**src/rtl/wash_pkg.sv**
```systemverilog
// Shared definitions for the washing-machine sequencer and its phase timer.
// Holds the 3-bit phase codes, the state type, and the rinse/watchdog widths.
// No logic; constants and types only.
package wash_pkg;

    // Phase codes, also decoded by the phase timer.
    localparam logic [2:0] ST_IDLE    = 3'b000;
    localparam logic [2:0] ST_SUPPLY  = 3'b001;
    localparam logic [2:0] ST_WASH    = 3'b011;
    localparam logic [2:0] ST_WATER   = 3'b010;
    localparam logic [2:0] ST_DEWATER = 3'b110;
    localparam logic [2:0] ST_ALARM   = 3'b100;

    typedef enum logic [2:0] {
        S_IDLE    = ST_IDLE,
        S_SUPPLY  = ST_SUPPLY,
        S_WASH    = ST_WASH,
        S_WATER   = ST_WATER,
        S_DEWATER = ST_DEWATER,
        S_ALARM   = ST_ALARM
    } state_t;

    localparam int RINSE_W = 4;
    localparam int WDOG_W  = 16;

endpackage

```
**src/rtl/key_rise_detect.sv**
```systemverilog
// Synchronous rising-edge detector for a level key input.
// Ports: clk, reset (async active-low), d (level in), rise (d high now, low last clk).
// RESET_VAL sets the remembered level after reset; 1 suppresses a key held through reset.
module key_rise_detect #(
    parameter logic RESET_VAL = 1'b0
) (
    input  logic clk,
    input  logic reset,
    input  logic d,
    output logic rise
);

    logic d_q;

    always_ff @(posedge clk or negedge reset) begin
        if (!reset) begin
            d_q <= RESET_VAL;
        end else begin
            d_q <= d;
        end
    end

    assign rise = d & ~d_q;

endmodule

```
**src/rtl/wash_sequencer.sv**
```systemverilog
// Washing-machine sequencer: IDLE -> (SUPPLY -> WASH -> WATER) x RINSE_CYCLES -> DEWATER -> ALARM -> IDLE.
// Ports: clk/reset; start key, water_full sensor, timer done flags in; state_out code,
//   actuator enables, rinse_left, busy, fault out. All outputs are registered-state decodes;
//   one clk from a qualifying input to the new state. Build macro WASH_SEQ_SUPPLY_TIMEOUT_EN
//   enables the supply watchdog (SUPPLY -> ALARM with sticky fault after SUPPLY_TIMEOUT clks).
module wash_sequencer
    import wash_pkg::*;
#(
    parameter int RINSE_CYCLES   = 2,
    parameter int SUPPLY_TIMEOUT = 600
) (
    input  logic               clk,
    input  logic               reset,
    input  logic               start,
    input  logic               water_full,
    input  logic               wash_done,
    input  logic               water_done,
    input  logic               dewater_done,
    input  logic               alarm_done,
    output logic [2:0]         state_out,
    output logic               inlet_valve,
    output logic               motor_run,
    output logic               drain_valve,
    output logic               motor_spin,
    output logic               buzzer,
    output logic [RINSE_W-1:0] rinse_left,
    output logic               busy,
    output logic               fault
);

    if (RINSE_CYCLES < 1 || RINSE_CYCLES > 15) begin : g_bad_rinse
        $error("wash_sequencer: RINSE_CYCLES must be 1..15");
    end
    if (SUPPLY_TIMEOUT < 2 || SUPPLY_TIMEOUT > 65535) begin : g_bad_timeout
        $error("wash_sequencer: SUPPLY_TIMEOUT must be 2..65535");
    end

    localparam logic [RINSE_W-1:0] RINSE_INIT = RINSE_W'(RINSE_CYCLES);

    state_t             state_q, state_d;
    logic [RINSE_W-1:0] rinse_q, rinse_d;
    logic               fault_q, fault_d;
    logic               start_rise;
    logic               timeout;

    // Reset value 1: a start key already held when reset releases is not a command.
    key_rise_detect #(
        .RESET_VAL (1'b1)
    ) u_start_rise (
        .clk   (clk),
        .reset (reset),
        .d     (start),
        .rise  (start_rise)
    );

`ifdef WASH_SEQ_SUPPLY_TIMEOUT_EN
    localparam logic [WDOG_W-1:0] WDOG_LIMIT = WDOG_W'(SUPPLY_TIMEOUT - 1);

    logic [WDOG_W-1:0] wdog_q;

    // Held at zero outside SUPPLY, so every SUPPLY entry starts counting from 0.
    always_ff @(posedge clk or negedge reset) begin
        if (!reset) begin
            wdog_q <= '0;
        end else if (state_q != S_SUPPLY) begin
            wdog_q <= '0;
        end else begin
            wdog_q <= wdog_q + 1'b1;
        end
    end

    assign timeout = (wdog_q == WDOG_LIMIT);
`else
    // Without the watchdog SUPPLY waits forever and fault can never set.
    assign timeout = 1'b0;
`endif

    always_ff @(posedge clk or negedge reset) begin
        if (!reset) begin
            state_q <= S_IDLE;
            rinse_q <= '0;
            fault_q <= 1'b0;
        end else begin
            state_q <= state_d;
            rinse_q <= rinse_d;
            fault_q <= fault_d;
        end
    end

    // Each state looks only at its own flag, so stale level flags from
    // earlier phases cannot advance the sequence.
    always_comb begin
        state_d = state_q;
        rinse_d = rinse_q;
        fault_d = fault_q;
        case (state_q)
            S_IDLE: begin
                if (start_rise) begin
                    state_d = S_SUPPLY;
                    rinse_d = RINSE_INIT;
                    fault_d = 1'b0;
                end
            end
            S_SUPPLY: begin
                // water_full wins over a watchdog expiring in the same cycle.
                if (water_full) begin
                    state_d = S_WASH;
                end else if (timeout) begin
                    state_d = S_ALARM;
                    rinse_d = '0;
                    fault_d = 1'b1;
                end
            end
            S_WASH: begin
                if (wash_done) begin
                    state_d = S_WATER;
                end
            end
            S_WATER: begin
                if (water_done) begin
                    if (rinse_q > RINSE_W'(1)) begin
                        state_d = S_SUPPLY;
                        rinse_d = rinse_q - RINSE_W'(1);
                    end else begin
                        state_d = S_DEWATER;
                        rinse_d = '0;
                    end
                end
            end
            S_DEWATER: begin
                if (dewater_done) begin
                    state_d = S_ALARM;
                end
            end
            S_ALARM: begin
                if (alarm_done) begin
                    state_d = S_IDLE;
                end
            end
            default: begin
                state_d = S_IDLE;
            end
        endcase
    end

    assign state_out   = state_q;
    assign inlet_valve = (state_q == S_SUPPLY);
    assign motor_run   = (state_q == S_WASH);
    assign drain_valve = (state_q == S_WATER) || (state_q == S_DEWATER);
    assign motor_spin  = (state_q == S_DEWATER);
    assign buzzer      = (state_q == S_ALARM);
    assign rinse_left  = rinse_q;
    assign busy        = (state_q != S_IDLE);
    assign fault       = fault_q;

endmodule

```
**config.mk**
```make
export PLATFORM = sky130hd
export DESIGN_NAME = wash_sequencer
export DESIGN_NICKNAME = d
export VERILOG_FILES = /design/src/rtl/wash_pkg.sv /design/src/rtl/key_rise_detect.sv /design/src/rtl/wash_sequencer.sv
export SDC_FILE = /design/constraint.sdc
export NUM_CORES = 1
export LEC_CHECK = 0
export BUFFER_PORTS_ARGS = -buffer_cell sky130_fd_sc_hd__buf_2
export CELL_PAD_IN_SITES_DETAIL_PLACEMENT = 1
export CELL_PAD_IN_SITES_GLOBAL_PLACEMENT = 2
export CORE_UTILIZATION = 23
export DETAILED_ROUTE_END_ITERATION = 10
export PLACE_DENSITY = 0.69
export SLEW_MARGIN = 20
export SYNTH_ARGS = -nofsm -noshare
export SYNTH_HDL_FRONTEND = slang
export SYNTH_SLANG_ARGS = --single-unit
```
**constraint.sdc**
```tcl
create_clock -name clk -period 1.61 [get_ports clk]
set_input_delay 0.161 -clock clk [delete_from_list [all_inputs] [get_ports clk]]
set_output_delay 0.161 -clock clk [all_outputs]
set_load 0.03 [all_outputs]
```
==> flow_summary.yaml <==
route:
  drc_errors: 0
  routed_wl_um: 1350
  drt-pass1-iter-count: 3
  vias_per_cell: 4.49
  ant_nets: 0
  avgRoutedWirePerCell_um: 12.2
  vias: 498
  drtIter0Drc: 1
grt:
  antenna_found_initial: 0
  grt_pass1_wl_um: 2290
  overflow: 0
  grt_max_degree: 14
  grt_use_total_pct: 13.1
  grt_pass1_vias: 487
synthesis:
  synth_nets: 65
  postSynth.topFlopCell: "dfrtp_1"
  yosysWarnings: 0
  async_reset_ff_share_pct: 100
  syn_avg_cell_area_um2: 9.40
  synth_area_um2: 517
  synthTopCellsByCount: "dfrtp_1 (7), nor3_1 (5), inv_1 (4), o21ai_1 (4)"
  synth-seq-cells: 8
  synth_area_leaders: "dfrtp_1 (34%), dfstp_2 (5.1%), ha_1 (4.8%)"
  yosysTopAreaCellShare_pct: 33.9
  syn_inst: 55
  synth-edff-count: 0
  synthMostInstantiatedCell: "dfrtp_1"
  synthDistinctLibCells: 29
  seq_area_frac_synth_pct: 39.0
  yosys.area.top_type: "dfrtp_1"
worst_setup_path:
  cp_cell_sequence: "ha_2 > nor2_2 > nor3_2 > or4b_4 > o21ai_2"
  slowest_delay_ns: 0.51
  arrival_ns: 1.71
  crit_path_top_delay_cell: "or4b_4"
  cp-end-kind: "flip-flop"
  start_kind: "flip-flop"
  crit_buf_inv: 0
  crit_type: "flip-flop to flip-flop"
  required_ns: 1.79
  cp_max_fo: 6
  crit_family: "simple AND/OR/NAND/NOR gates"
cells_and_area:
  nNetsFinal: 95
  multi_input_area_um2: 300
  area_growth_syn_to_layout_pct: 46.7
  drive_gt1_share_pct: 59.5
  fin_area_um2: 758
  ff_latch_area_um2: 208
  final_cells: 111
  diodes: 0
  n_fill_cell: 258
sta:
  fin_crit_sh_pct: 95.0
  fmax_ghz: 0.654
  rsz0062_at_grt: "true"
  setup_viol: 0
  period_needed_ns: 1.53
  final_hold_viol_count: 0
  final.setup_skew_ns: 0.00967
  fin_tns_setup_ns: 0
  slew_viol_final: 0
  holdWs_ns: 0.138
placement:
  place_hpwl_um: 1020
  placed_area_um2: 669
  dp_cells: 102
  place_congestion: 0.733
  io_buffer_count: 20
cts:
  ctsRootBufferMaster: "clkbuf_4"
  htree_levels: 1
  cts_buffers: 3
  cts.reportedPaths.clkPinSlew_ns: 0.06
  numClockSinks: 8
  clk_latency_ns: 0.26
  cts_buffer_depth: 2
  cts_tree: "yes"
die:
  initial_core_util_pct: 25.3
  std_cell_rows: 16
  die_w_um: 49.4
  die_y_um: 49.4
  io_pins: 22
  coreArea_mm2: 0.00204
  design.die.area_mm2: 0.00244
power_and_ir_drop:
  vdd_drop_max_mv: 0.673
  total_power_mw: 1.60
  p_leak_nw: 0.358
  cellPowerDensity_mw_per_mm2: 2100
job:
  maxCapViolCount: 0
run_status:
  outcome: "finished, final reports clean"
worst_hold_path:
  hp-class: "primary input to flip-flop"
flip-flops by register name, indices dropped and copies added (netlist names):
signal,count
rinse_left,4
state_out,3
u_start_rise.d_q,1
worst reg2reg max path, stage by stage (launching register included):
cell,delay (ns)
dfrtp_2,0.44
ha_2,0.20
nor2_2,0.11
nor3_2,0.07
or4b_4,0.51
o21ai_2,0.13
logic make-up after synthesis:
group	after synthesis	share of synthesized area [%]
AND/OR/NAND/NOR	22	29.3
adder cells (fa/ha/maj)	2	4.84
AO/OA/AOI/OAI	12	13.8
buffers and inverters	8	7.99
flip-flops	8	39.0
other	1	0.726
multiplexers	2	4.36
layer usage:
layer	global-route usage (%)	vias to the layer above	part of all wire, %
li1	-	248	-
met1	15.7	236	46
met2	19.6	10	48
met3	6.54	4	4.3
met4	5.71	0	1.7
met5	0	-	0
where the power goes:
part           internal (mW)  switching (mW)
Clock                 0.0952          0.0751
Combinational          0.402           0.606
Sequential             0.287           0.130
final timing paths:
path,start,to,slack [ns],depth (start not counted)
max in group asynchronous,reset,u_start_rise.d_q,1.09,2
hold / removal,water_full,state_out[1],0.14,3
setup reg to reg,rinse_left[0],rinse_left[0],0.08,5
hold reg to reg,state_out[2],state_out[0],0.49,1
setup / recovery,rinse_left[0],rinse_left[0],0.08,5
min in group asynchronous,reset,rinse_left[3],0.27,2
repair_timing:
action | 4_1_cts | 5_1_grt
resized for setup | 1 | 8
hold buffers | 1 | 1
endpoints found under the setup margin | 1 | 5
pin swaps | 0 | 3
setup buffers | 0 | 3
hold endpoints to repair | 8 | 1
stage by stage:
stage / worst slack, ns / util, %
finish: 0.0803 / 37.1
global route: -0.0340 / 37.1
CTS: 0.0211 / 34.6
detailed placement: 0.0362 / 32.8
global placement: 0.0742 / 32.8
floorplan: -0.0275 / -
cell type report:
cell class,count,share of cell area (%)
inverters,5,2.48
clock buffers,4,3.47
repair buffers,28,22.6
flip-flops and latches,8,27.4
well taps,27,4.46
multi-input cells,39,39.6
layout by cell type (no fill, tap or decap), types with 2 or more instances in the layout:
master / n
nand2_1: 2
buf_2: 19
inv_1: 3
dfrtp_1: 2
nor2_1: 2
buf_4: 6
inv_2: 2
clkbuf_4: 3
ha_2: 2
o21ai_1: 2
dfrtp_2: 5
mux2_1: 2
dlygate4sd3_1: 2
o21ai_0: 3
nor3b_1: 2
nor3_2: 2
o21ai_2: 3
nor3_1: 4
(Power assumes the default switching activity.)
